## src/rtl/lector_capa_if.sv

```systemverilog
// Bus bundle for the azul FIFO drain: FIFO read side, output word stream and
// counter read port. The drain itself uses the slave modport.
interface lector_capa_if #(
  parameter int unsigned DATA_W = 12,
  parameter int unsigned CNT_W  = 5
);
  logic              Enable;
  logic              init;
  logic [DATA_W-1:0] data_out_fifo_azul_p0;
  logic [DATA_W-1:0] data_out_fifo_azul_p1;
  logic [DATA_W-1:0] data_out_fifo_azul_p2;
  logic [DATA_W-1:0] data_out_fifo_azul_p3;
  logic [3:0]        fifo_empty;
  logic [3:0]        fifo_almost_full;
  logic              ready_in;
  logic [3:0]        pop_fifo_azules;
  logic [DATA_W-1:0] data_out;
  logic              valid_out;
  logic [1:0]        src_out;
  logic              dest_error;
  logic              req;
  logic [2:0]        idx;
  logic [CNT_W-1:0]  salida_contador;
  logic              valid_contador;
  logic              idle;

  modport slave (
    input  Enable, init,
    input  data_out_fifo_azul_p0, data_out_fifo_azul_p1,
    input  data_out_fifo_azul_p2, data_out_fifo_azul_p3,
    input  fifo_empty, fifo_almost_full, ready_in, req, idx,
    output pop_fifo_azules, data_out, valid_out, src_out, dest_error,
    output salida_contador, valid_contador, idle
  );

  modport master (
    output Enable, init,
    output data_out_fifo_azul_p0, data_out_fifo_azul_p1,
    output data_out_fifo_azul_p2, data_out_fifo_azul_p3,
    output fifo_empty, fifo_almost_full, ready_in, req, idx,
    input  pop_fifo_azules, data_out, valid_out, src_out, dest_error,
    input  salida_contador, valid_contador, idle
  );
endinterface

```

## src/rtl/lector_capa.sv

```systemverilog
// Drains four azul FIFOs onto one word stream with fixed priority plus an
// almost-full boost, checks destination fields and keeps per-FIFO word counts.
module lector_capa #(
  parameter int unsigned DATA_W = 12,
  parameter int unsigned CNT_W  = 5
) (
  input logic         clk,
  input logic         reset,
  lector_capa_if.slave bus
);

  localparam logic [1:0] StInit   = 2'd0;
  localparam logic [1:0] StIdle   = 2'd1;
  localparam logic [1:0] StActive = 2'd2;

  logic [1:0]        state_q, state_d;
  logic              s1_vld_q;
  logic [1:0]        s1_src_q;
  logic [DATA_W-1:0] data_q;
  logic              vld_q;
  logic [1:0]        src_q;
  logic              err_q;
  logic [CNT_W-1:0]  cnt_q [5];
  logic [CNT_W-1:0]  rd_data_q;
  logic              rd_vld_q;

  logic [3:0]        avail, boosted, cand, pop;
  logic [1:0]        pop_idx;
  logic              pop_en, in_flight, flush;
  logic [DATA_W-1:0] s1_word;

  // Boosted (almost-full) FIFOs shadow the plain priority order entirely.
  always_comb begin
    avail   = ~bus.fifo_empty;
    boosted = avail & bus.fifo_almost_full;
    cand    = (|boosted) ? boosted : avail;
    pop_idx = 2'd0;
    for (int i = 3; i >= 0; i--) begin
      if (cand[i]) pop_idx = 2'(i);
    end
    pop_en = reset && !bus.init && bus.Enable && bus.ready_in &&
             (state_q == StActive) && (|cand);
    pop    = pop_en ? (4'b0001 << pop_idx) : 4'b0000;
  end

  assign in_flight = s1_vld_q | vld_q;

  always_comb begin
    state_d = state_q;
    unique case (state_q)
      StInit: begin
        if (!bus.init && bus.Enable) state_d = StIdle;
      end
      StIdle: begin
        if (bus.init)        state_d = StInit;
        else if (|avail)     state_d = StActive;
      end
      StActive: begin
        if (bus.init)                     state_d = StInit;
        else if (!(|avail) && !in_flight) state_d = StIdle;
      end
      default: state_d = StInit;
    endcase
  end

  assign flush = (state_d == StInit);

  always_comb begin
    s1_word = bus.data_out_fifo_azul_p0;
    unique case (s1_src_q)
      2'd0: s1_word = bus.data_out_fifo_azul_p0;
      2'd1: s1_word = bus.data_out_fifo_azul_p1;
      2'd2: s1_word = bus.data_out_fifo_azul_p2;
      2'd3: s1_word = bus.data_out_fifo_azul_p3;
      default: s1_word = bus.data_out_fifo_azul_p0;
    endcase
  end

  always_ff @(posedge clk) begin
    if (!reset) begin
      state_q   <= StInit;
      s1_vld_q  <= 1'b0;
      s1_src_q  <= 2'd0;
      data_q    <= '0;
      vld_q     <= 1'b0;
      src_q     <= 2'd0;
      err_q     <= 1'b0;
      rd_data_q <= '0;
      rd_vld_q  <= 1'b0;
      for (int i = 0; i < 5; i++) cnt_q[i] <= '0;
    end else begin
      state_q <= state_d;
      if (flush) begin
        // Entering or holding INIT drops in-flight words without counting them.
        s1_vld_q <= 1'b0;
        vld_q    <= 1'b0;
        data_q   <= '0;
        src_q    <= 2'd0;
        err_q    <= 1'b0;
        for (int i = 0; i < 5; i++) cnt_q[i] <= '0;
      end else begin
        s1_vld_q <= pop_en;
        if (pop_en) s1_src_q <= pop_idx;
        vld_q <= s1_vld_q;
        if (s1_vld_q) begin
          data_q <= s1_word;
          src_q  <= s1_src_q;
          if (s1_word[DATA_W-1 -: 2] != s1_src_q) err_q <= 1'b1;
        end
        if (vld_q) begin
          cnt_q[{1'b0, src_q}] <= cnt_q[{1'b0, src_q}] + 1'b1;
          cnt_q[4]             <= cnt_q[4] + 1'b1;
        end
      end
      // Reads sample the registered counters, so a same-cycle increment is not seen.
      if (bus.req && (bus.idx <= 3'd4)) begin
        rd_data_q <= cnt_q[bus.idx];
        rd_vld_q  <= 1'b1;
      end else if (bus.req) begin
        rd_data_q <= '0;
        rd_vld_q  <= 1'b0;
      end else begin
        rd_vld_q  <= 1'b0;
      end
    end
  end

  assign bus.pop_fifo_azules = pop;
  assign bus.data_out        = data_q;
  assign bus.valid_out       = vld_q;
  assign bus.src_out         = src_q;
  assign bus.dest_error      = err_q;
  assign bus.salida_contador = rd_data_q;
  assign bus.valid_contador  = rd_vld_q;
  assign bus.idle            = (state_q == StIdle);

endmodule

```

## src/flat_wrapper.sv

```systemverilog
// flat-port wrapper written by rule: the top's interface ports become plain ports
module lector_capa_flat 
#(
  parameter int unsigned DATA_W = 12,
  parameter int unsigned CNT_W  = 5
)
  (clk, reset, bus_Enable, bus_init, bus_data_out_fifo_azul_p0, bus_data_out_fifo_azul_p1, bus_data_out_fifo_azul_p2, bus_data_out_fifo_azul_p3, bus_fifo_empty, bus_fifo_almost_full, bus_ready_in, bus_req, bus_idx, bus_pop_fifo_azules, bus_data_out, bus_valid_out, bus_src_out, bus_dest_error, bus_salida_contador, bus_valid_contador, bus_idle);
  lector_capa_if #(.DATA_W(DATA_W), .CNT_W(CNT_W)) bus_i ();
  input logic clk;
  input logic reset;
  input wire logic [$bits(bus_i.Enable)-1:0] bus_Enable;
  input wire logic [$bits(bus_i.init)-1:0] bus_init;
  input wire logic [$bits(bus_i.data_out_fifo_azul_p0)-1:0] bus_data_out_fifo_azul_p0;
  input wire logic [$bits(bus_i.data_out_fifo_azul_p1)-1:0] bus_data_out_fifo_azul_p1;
  input wire logic [$bits(bus_i.data_out_fifo_azul_p2)-1:0] bus_data_out_fifo_azul_p2;
  input wire logic [$bits(bus_i.data_out_fifo_azul_p3)-1:0] bus_data_out_fifo_azul_p3;
  input wire logic [$bits(bus_i.fifo_empty)-1:0] bus_fifo_empty;
  input wire logic [$bits(bus_i.fifo_almost_full)-1:0] bus_fifo_almost_full;
  input wire logic [$bits(bus_i.ready_in)-1:0] bus_ready_in;
  input wire logic [$bits(bus_i.req)-1:0] bus_req;
  input wire logic [$bits(bus_i.idx)-1:0] bus_idx;
  output wire logic [$bits(bus_i.pop_fifo_azules)-1:0] bus_pop_fifo_azules;
  output wire logic [$bits(bus_i.data_out)-1:0] bus_data_out;
  output wire logic [$bits(bus_i.valid_out)-1:0] bus_valid_out;
  output wire logic [$bits(bus_i.src_out)-1:0] bus_src_out;
  output wire logic [$bits(bus_i.dest_error)-1:0] bus_dest_error;
  output wire logic [$bits(bus_i.salida_contador)-1:0] bus_salida_contador;
  output wire logic [$bits(bus_i.valid_contador)-1:0] bus_valid_contador;
  output wire logic [$bits(bus_i.idle)-1:0] bus_idle;
  assign bus_i.Enable = bus_Enable;
  assign bus_i.init = bus_init;
  assign bus_i.data_out_fifo_azul_p0 = bus_data_out_fifo_azul_p0;
  assign bus_i.data_out_fifo_azul_p1 = bus_data_out_fifo_azul_p1;
  assign bus_i.data_out_fifo_azul_p2 = bus_data_out_fifo_azul_p2;
  assign bus_i.data_out_fifo_azul_p3 = bus_data_out_fifo_azul_p3;
  assign bus_i.fifo_empty = bus_fifo_empty;
  assign bus_i.fifo_almost_full = bus_fifo_almost_full;
  assign bus_i.ready_in = bus_ready_in;
  assign bus_i.req = bus_req;
  assign bus_i.idx = bus_idx;
  assign bus_pop_fifo_azules = bus_i.pop_fifo_azules;
  assign bus_data_out = bus_i.data_out;
  assign bus_valid_out = bus_i.valid_out;
  assign bus_src_out = bus_i.src_out;
  assign bus_dest_error = bus_i.dest_error;
  assign bus_salida_contador = bus_i.salida_contador;
  assign bus_valid_contador = bus_i.valid_contador;
  assign bus_idle = bus_i.idle;
  lector_capa #(.DATA_W(DATA_W), .CNT_W(CNT_W)) u_core (.clk(clk), .reset(reset), .bus(bus_i));
endmodule
```

## config.mk

```make
export PLATFORM = sky130hd
export DESIGN_NAME = lector_capa_flat
export DESIGN_NICKNAME = d
export VERILOG_FILES = /design/src/rtl/lector_capa_if.sv /design/src/rtl/lector_capa.sv /design/src/flat_wrapper.sv
export SDC_FILE = /design/constraint.sdc
export NUM_CORES = 1
export LEC_CHECK = 0
export CAP_MARGIN = 20
export CELL_PAD_IN_SITES_DETAIL_PLACEMENT = 1
export CELL_PAD_IN_SITES_GLOBAL_PLACEMENT = 1
export CORE_ASPECT_RATIO = 1.2
export CORE_MARGIN = 3
export CORE_UTILIZATION = 36
export CTS_CLUSTER_DIAMETER = 200
export DETAILED_ROUTE_END_ITERATION = 6
export GPL_TIMING_DRIVEN = 1
export PLACE_DENSITY_LB_ADDON = 0.1
export SKIP_LAST_GASP = 1
export SLEW_MARGIN = 20
export SYNTH_ARGS = -nofsm -noshare
export SYNTH_HDL_FRONTEND = slang
export SYNTH_SLANG_ARGS = --single-unit
```

## constraint.sdc

```tcl
create_clock -name clk -period 2.4 [get_ports clk]
set_input_delay 0.48 -clock clk [delete_from_list [all_inputs] [get_ports clk]]
set_output_delay 0.48 -clock clk [all_outputs]
set_load 0.005 [all_outputs]
```

# After elaboration in Yosys (flattened, before gate mapping)
# Memories as Yosys holds them, arrays and structs flattened. A register that Yosys moved wholly into a read port is not among the register bits.
# Index checks and enable logic that the tools add are counted.
[word_totals] latch_bits=0 inputBits=65 mem_count=1 wordCells=88 regBits=27 romBits=0 out_inout_bits=27 ramBits=25
[mem_list] name="u_core.cnt_q" depth=5 word_bits=5 rd=3 rd_clocked_by_memory_dff=1 write_ports=5 line="lector_capa.sv:23" rtl="logic [CNT_W-1:0] cnt_q [5];"
[op_classes] n_eq_ne=6 n_shift=1 magnitude_cmp=1 muxes=35 bitwise=11 reduce_logical=22 multipliers=0 add_sub_neg=2 div=0
[op_table] cell="$pmux 12 s4" count=1
[op_table] cell="$mux 5" count=9
[op_table] cell="$mux 2" count=9
[op_table] cell="$reduce_or 4->1" count=3
[op_table] cell="$add 5x1->5 const B" count=2
[op_table] cell="$mux 1" count=10
[op_table] cell="$mux 3" count=3
[op_table] cell="$logic_and 1x1->1" count=8
[op_table] cell="$mux 4" count=2
[op_table] cell="$or 1x1->1" count=7
[op_table] cell="$eq 2x2->1 const B" count=3
[op_table] cell="$logic_not 2->1" count=3
[op_table] cell="$pmux 2 s3" count=1
[op_table] cell="$reduce_or 5->1" count=1
[op_table] cell="$and 4x4->4" count=1
[op_table] cell="$eq 2x1->1 const B" count=2
[op_table] cell="$not 4->4" count=1
[op_table] cell="$reduce_and 2->1" count=2
[op_table] cell="$shl 1x2->4 const A" count=1
[op_table] cell="$le 3x3->1 const B" count=1
[op_table] cell="$logic_not 1->1" count=3
[op_table] cell="$ne 2x2->1" count=1
[op_table] cell="$not 1->1" count=2
[op_table] cell="$reduce_bool 2->1" count=1
[op_table] cell="$reduce_or 2->1" count=1

# Depth between registers and ports, before layout
# Gate-level depths: netlist (run 1).
[depth] ltp_word=13 mapped_depth=7 ltp_nobuf=6

# Worst setup path before layout (run 1)
# No wires, ideal clock.
[synth_timing] path_type="input-to-output" start="input port bus_init" end="output port bus_pop_fifo_azules[3]" t_required_ps=1920 path_stages=4 arrival_ps=1306 n_path_buf=0 setup_slack_ps=614 cell_sequence="nand2b_1 -> nor3_1 -> nand2_1 -> nor4_1"
[synth_between] elab_chain_len=7
[synth_lines] element="start, declared" line="flat_wrapper.sv:12" rtl="input wire logic [$bits(bus_i.init)-1:0] bus_init;"
[synth_lines] element="$logic_not 1->1" line="lector_capa.sv:41" rtl="pop_en = reset && !bus.init && bus.Enable && bus.ready_in &&"
[synth_lines] element="$logic_and 1x1->1 (4 in series)" line="lector_capa.sv:41"
[synth_lines] element="$logic_and 1x1->1" line="lector_capa.sv:42" rtl="(state_q == StActive) && (|cand);"
[synth_lines] element="$mux 4" line="lector_capa.sv:43" rtl="pop = pop_en ? (4'b0001 << pop_idx) : 4'b0000;"
[synth_lines] element="end, declared" line="flat_wrapper.sv:22" rtl="output wire logic [$bits(bus_i.pop_fifo_azules)-1:0] bus_pop_fifo_azules;"
# No other way between the ends.

# Worst setup path in the final report (run 1)
[layout_timing] start="input port bus_fifo_empty[3]" end="output port bus_pop_fifo_azules[0]"
[layout_between] elab_chain_len=10 elab_cells_between_ends=12 cone_classes="shift: 1; mux: 6; bitwise: 2; reduce/logical: 3"
[layout_lines] element="start, declared" line="flat_wrapper.sv:17" rtl="input wire logic [$bits(bus_i.fifo_empty)-1:0] bus_fifo_empty;"
[layout_lines] element="$not 4->4 (*)" line="lector_capa.sv:34" rtl="avail = ~bus.fifo_empty;"
[layout_lines] element="$and 4x4->4" line="lector_capa.sv:35" rtl="boosted = avail & bus.fifo_almost_full;"
[layout_lines] element="$reduce_or 4->1" line="lector_capa.sv:36" rtl="cand = (|boosted) ? boosted : avail;"
[layout_lines] element="$mux 4 (*)" line="lector_capa.sv:36"
[layout_lines] element="$mux 2 (4 in series)" line="lector_capa.sv:39" rtl="if (cand[i]) pop_idx = 2'(i);"
[layout_lines] element="$shl 1x2->4" line="lector_capa.sv:43"
[layout_lines] element="$mux 4 (*)" line="lector_capa.sv:43"
# Every way passes the cells marked *; elsewhere a longest branch is shown, timed or not.

==> results_dict.tcl, run 1 <==
set metrics [dict create \
    r2r_cells 6 \
    worst_pin_slew_ns 0.3820 \
    fillCellCount 825 \
    combPwrFrac_pct 15.5 \
    synth_cell_types 44 \
    clkPwrFrac_pct 32.4 \
    worst_ep_required_time_ns 1.92 \
    fmax_ghz 0.4213 \
    intPower_w 0.001482 \
    vias 2409 \
    wirelength_mm 7.959 \
    finalCriticalPeriod_ns 2.374 \
    detail_route.first_pass.iterations 4 \
    n_antenna_cell 0 \
    port_buffers 91 \
    clk_latency_ns 0.30 \
    syn_area_um2 2905 \
    finClkSkew_ns 0.008062 \
    cts_root_buf "clkbuf_8" \
    rrSetupSlack_ns 0.37 \
    syn_to_final_growth_pct 46.21 \
    power_w 0.001913 \
    ys_seq_area_share_pct 45.82 \
    swShare_pct 22.56 \
    via_per_inst 5.295 \
    synthArstFlopShare_pct 0 \
    slew_headroom_pct 74.50 \
    power_switching_w 0.0004316 \
    finalSetupViolations 0 \
    h-tree-depth 2 \
    ys_top_cells_by_count "nor2_1 (41), dfxtp_1 (29), edfxtp_1 (25), mux4_2 (22), mux2i_1 (20)" \
    crit_type "input pin to output port" \
    yosys_warnings 0 \
    grt_pass1_vias 2664 \
    pre_cts_ws_ns -0.4205 \
    syn_inst 253 \
    synth_top_area_share_pct 25.84 \
    grt_max_degree 18 \
    antenna_found_initial 0 \
    p_seq_share_pct 52.1 \
    dp_hpwl_mm 6.175 \
    cts_made_buffers 5 \
    grt_first_pass_wirelength_mm 12.84 \
    clk_path_buf_depth 2 \
    gp_congestion 0.7944 \
    slew_violations 0 \
    die_height_um 104.4 \
    crit_end "bus_pop_fifo_azules[0]" \
    powerDensity_nw_per_um2 450.4 \
    grt.overflow.total 0 \
    die_w_um 88.01 \
    period_share_pct 98.91 \
    wl_per_cell_um 17.49 \
    cts_tree "built" \
    cellLeakagePower_nw 1.505 \
    yosysTopAreaCell "edfxtp_1" \
    setup_ws_ns 0.02625 \
    syn_area_per_cell_um2 11.48 \
    yosysMostFrequentCell "nor2_1" \
    syn-num-nets 320 \
    cap_viol_max_count 0 \
    boundaryPins 92 \
    cp_slowest_cell "clkdlybuf4s50_1" \
    irDropWorstVdd_v 0.0003130 \
    hold_buffers 0 \
    synthFlopType "dfxtp_1" \
    cp_max_fo 4 \
    critPathLaunch "bus_fifo_empty[3]" \
    finalSetupTns_ns 0 \
    core_um2 7751 \
    synthTopCellsByArea "edfxtp_1 (26%), dfxtp_1 (20%), mux4_2 (17%)" \
    dieArea_um2 9189 \
    reg2reg_to "u_core.cnt_q[1][4]" \
    ant_nets 0 \
    worstPathArrival_ns 1.89 \
    rows 35 \
    ys_ff_latch 54 \
    grt_use_total_pct 17.92 \
    cp_cell_sequence "clkdlybuf4s50_1 -> buf_4 -> o21ai_1 -> o2111ai_4 -> and3_4 -> dlygate4sd2_1" \
    clk_pin_slew_ns 0.10 \
    fin_nets 429 \
    drc 0 \
    outcome "finished, final reports clean" \
    end_kind "output port" \
    hold_violations 0 \
    holdCritPathClass "flop to flop" \
    initial_utilization_pct 37.48 \
    cp-start-kind "input pin" \
    hold_slack_ns 0.5058 \
    drive_gt1_share_pct 21.49 \
    max_stage_delay_ns 0.43 \
    clkSinkCount 54 \
    rsz0062_at_grt "yes" \
    drt-initial-drc-count 58 \
    synth_edf_count 25 \
]
-- cell type report --
type	count	area [µm²]	share of cell area, %
sequential	54	1331	31.34
clock buffer	5	68.82	1.620
clock inverter	3	43.79	1.031
multi-input combinational	175	1550	36.49
inverter	10	37.54	0.8837
timing repair buffer	116	1101	25.92
tap	92	115.1	2.710
-- flip-flops by register name (all words and copies together), names as in the netlist, named ones only --
register / count
u_core.bus.dest_error: 1
u_core.s1_src_q: 2
u_core.state_q: 2
u_core.bus.src_out: 2
u_core.bus.valid_out: 1
u_core.s1_vld_q: 1
u_core.bus.salida_contador: 5
u_core.bus.valid_contador: 1
u_core.cnt_q: 25
u_core.bus.data_out: 12
-- per-stage QoR --
step | cell area [µm²] | std cells | utilization [%]
finish | 4248 | 455 | 54.80
global route | 4248 | 455 | 54.80
CTS | 4228 | 454 | 54.54
detailed placement | 4051 | 444 | 52.27
global placement | 4051 | 444 | 52.27
floorplan | 2905 | 253 | -
-- worst max-delay path: cells and delay by family --
family	cells	cell delay, ns
AO/OA/AOI/OAI	2	0.35
AND/OR/NAND/NOR	1	0.20
buffers and inverters	3	0.85
-- worst min path at each step --
stage	from	endpoint	slack, ns	depth (start not counted)
2_1_floorplan	u_core.bus.dest_error	u_core.bus.dest_error	0.46	2
3_3_place_gp	u_core.bus.dest_error	u_core.bus.dest_error	0.46	2
3_5_place_dp	u_core.bus.dest_error	u_core.bus.dest_error	0.49	2
4_1_cts	u_core.bus.data_out[10]	u_core.bus.data_out[10]	0.52	2
5_1_grt	u_core.bus.dest_error	u_core.bus.dest_error	0.53	2
6_report	u_core.bus.data_out[10]	u_core.bus.data_out[10]	0.51	2
-- repair_timing --
| item | 4_1_cts | 5_1_grt |
|---|---|---|
| buffers inserted | 2 | 1 |
| gates cloned | 0 | 0 |
| pin swaps | 4 | 3 |
| resized for setup | 20 | 10 |
| setup endpoints to repair | 4 | 4 |
-- power groups by stage --
stage	registers, W	clock network [W]	logic [W]
after floorplan	0.00101	0	0.000106
after global routing	0.00100	0.000675	0.000320
after global placement	0.00102	0	0.000272
after CTS	0.000997	0.000642	0.000290
final	0.000997	0.000621	0.000296
after detailed placement	0.00102	0	0.000277
-- cell families (layout without fill, tap and decap cells) --
| logic type | count (synthesis) | after routing | share of synthesized area [%] |
|---|---|---|---|
| adders and majority gates | 2 | 2 | 0.8612 |
| AOI/OAI and AO/OA | 28 | 28 | 7.537 |
| buffers and inverters | 24 | 134 | 3.876 |
| muxes | 42 | 42 | 23.94 |
| DFF | 54 | 54 | 45.82 |
| and+or+nand+nor | 97 | 97 | 16.15 |
| xor gates and xnor gates | 6 | 6 | 1.809 |
-- layout by cell type, fill, tap and decap left out, drive strengths merged, types with 3 or more instances in the layout --
master,n
edfxtp,25
buf,25
inv,11
and3,3
o21ai,3
o22ai,8
nand2,16
clkdlybuf4s50,82
clkbuf,8
xnor2,3
xor2,3
nor3,3
and2,7
dfxtp,29
mux2i,20
nor2,41
mux4,22
nand3,9
nand2b,9
a21oi,8
dlygate4sd2,6
-- layer usage --
layer  GRT usage (%)  part of all wire (%)  vias to the layer above
li1                -                     -                     1150
met1           18.62                    37                     1188
met2           34.54                    57                       64
met3           4.358                   5.4                        7
met4           4.605                   1.0                        0
met5               0                     0                        -
(Power assumes the default switching activity.)
==> inputs of run 2 (changes only) <==
--- a/config.mk
+++ b/config.mk
@@ -14,6 +14,7 @@
 export CTS_CLUSTER_DIAMETER = 200
 export DETAILED_ROUTE_END_ITERATION = 6
 export GPL_TIMING_DRIVEN = 1
+export HOLD_SLACK_MARGIN = 0.12
 export PLACE_DENSITY_LB_ADDON = 0.1
 export SKIP_LAST_GASP = 1
 export SLEW_MARGIN = 20
==> results of run 2 <==
Final layout, timing and power as in run 1 (identical DEF).
==> inputs of run 3 (changes only) <==
--- a/config.mk
+++ b/config.mk
@@ -16,6 +16,7 @@
 export GPL_TIMING_DRIVEN = 1
 export HOLD_SLACK_MARGIN = 0.12
 export PLACE_DENSITY_LB_ADDON = 0.1
+export REMOVE_ABC_BUFFERS = 1
 export SKIP_LAST_GASP = 1
 export SLEW_MARGIN = 20
 export SYNTH_ARGS = -nofsm -noshare
==> constraint.sdc (replaced) <==
create_clock -name clk -period 2.5 [get_ports clk]
set_input_delay 0.5 -clock clk [delete_from_list [all_inputs] [get_ports clk]]
set_output_delay 0.5 -clock clk [all_outputs]
set_load 0.005 [all_outputs]
==> run 3 against run 2 <==
Clock skew rose by 0.0047 ns. Cell area fell by 1.1%. Combinational power fell by 6%. Non-clock buffer count did not move. Sequential share of layout area rose by 0.36 points.
==> results_dict.tcl, run 3 (synthesis results as in run 1) <==
set metrics [dict create \
    grt_first_pass_wirelength_mm 12.09 \
    grt_pass1_vias 2454 \
    largest_register_ffs 25 \
    drt-initial-drc-count 73 \
    numPlacedInstances 444 \
    regMostFlops "u_core.cnt_q" \
    dp_hpwl_mm 5.998 \
    vias 2389 \
    reg2reg_to "u_core.cnt_q[1][4]" \
    h-tree-depth 2 \
    final_cells 455 \
    holdCritPathClass "flop to flop" \
    die_height_um 104.4 \
    min_path_cells 2 \
    period_share_pct 95.48 \
    ant_nets 0 \
    finClkSkew_ns 0.01281 \
    hold_violations 0 \
    cts_tree "built" \
    gp_congestion 0.7670 \
    finalCriticalPeriod_ns 2.387 \
    core_um2 7751 \
    cp_max_fo 4 \
    via_per_inst 5.251 \
    powerDensity_nw_per_um2 409.2 \
    fmax_ghz 0.4189 \
    cap_viol_max_count 0 \
    clk_pin_slew_ns 0.10 \
    end_kind "output port" \
    drive_gt1_share_pct 20.66 \
    worstPathArrival_ns 1.89 \
    n_antenna_cell 0 \
    clkSinkCount 54 \
    syn_to_final_growth_pct 44.53 \
    wirelength_mm 7.539 \
    whs_endpoint "u_core.bus.dest_error" \
    antenna_found_initial 0 \
    cellLeakagePower_nw 1.485 \
    rsz0062_at_grt "no" \
    r2r_cells 6 \
    crit_type "input pin to output port" \
    dieArea_um2 9189 \
    detail_route.first_pass.iterations 4 \
    port_buffers 91 \
    die_w_um 88.01 \
    initial_utilization_pct 37.48 \
    clk_path_buf_depth 2 \
    cts_made_buffers 5 \
    wl_per_cell_um 16.57 \
    worst_ep_required_time_ns 2.00 \
    fin_util_pct 54.17 \
    worst_pin_slew_ns 0.3670 \
    layout_common_cells "clkdlybuf4s50_1 (82), nor2_1 (41), dfxtp_1 (29), buf_4 (25), edfxtp_1 (25)" \
    hold_slack_ns 0.4921 \
    grt_use_total_pct 16.76 \
    drc 0 \
    slew_violations 0 \
    rrSetupSlack_ns 0.50 \
    rows 35 \
    boundaryPins 92 \
    slew_headroom_pct 75.50 \
    hold_buffers 0 \
    grt_max_degree 18 \
    cts_root_buf "clkbuf_8" \
    outcome "finished, final reports clean" \
    fin_nets 429 \
    final_common_cell "clkdlybuf4s50_1" \
    clk_latency_ns 0.30 \
    finalSetupViolations 0 \
    grt.overflow.total 0 \
    irDropWorstVdd_v 0.0003224 \
    worstHoldStart "u_core.bus.dest_error" \
    cp-start-kind "input pin" \
]
run 3: worst max path at each step:
stage	from	endpoint	slack, ns	cells after the start
finish	bus_fifo_empty[3]	bus_pop_fifo_azules[0]	0.11	6
global route	bus_Enable	bus_pop_fifo_azules[1]	0.03	7
CTS	bus_fifo_empty[3]	bus_pop_fifo_azules[3]	-0.06	7
detailed placement	bus_fifo_empty[2]	bus_pop_fifo_azules[3]	-0.31	6
global placement	bus_fifo_almost_full[0]	bus_pop_fifo_azules[2]	-0.28	6
floorplan	bus_init	bus_pop_fifo_azules[3]	0.67	4
run 3: stage by stage:
| stage | instance area (µm²) | total power [W] | worst slack [ns] | setup TNS (ns) |
|---|---|---|---|---|
| floorplan | 2830 | 0.001067 | 0.6742 | 0 |
| global placement | 4026 | 0.001233 | -0.2768 | -0.9288 |
| detailed placement | 4026 | 0.001241 | -0.3108 | -1.061 |
| CTS | 4167 | 0.001746 | -0.06171 | -0.06171 |
| global route | 4199 | 0.001805 | 0.02827 | 0 |
| finish | 4199 | 0.001718 | 0.1130 | 0 |
run 3: report_power, final:
part | internal [W] | switching [W] | total, W
Combinational | 0.000175 | 0.000103 | 0.000278
Clock | 0.000198 | 0.000287 | 0.000485
Sequential | 0.000942 | 0.0000128 | 0.000955
run 3: critical path, cell delays in order:
cell             delay [ns]
clkdlybuf4s50_1        0.42
buf_4                  0.16
o21ai_1                0.20
o2111ai_4              0.15
and3_4                 0.20
dlygate4sd2_1          0.26
run 3: per-layer routing:
layer	track usage [%]	vias up	routed length [µm]
met4	3.289	0	57
met5	0	-	0
met1	19.63	1178	2889
met2	29.63	61	4093
li1	-	1146	-
met3	5.230	4	498
run 3: layout make-up:
cell class	count	area, µm²
fillers	851	3552
multi-input cells	175	1543
flip-flops and latches	54	1331
repair buffers	116	1084
well taps	92	115.1
clock buffers	5	68.82
inverters	10	37.54
clock inverters	3	20.02
run 3: repair_timing:
item / CTS / global route
setup buffers: 2 / 1
endpoints found under the setup margin: 4 / 2
gates resized for setup: 16 / 11
pin swaps: 3 / 2
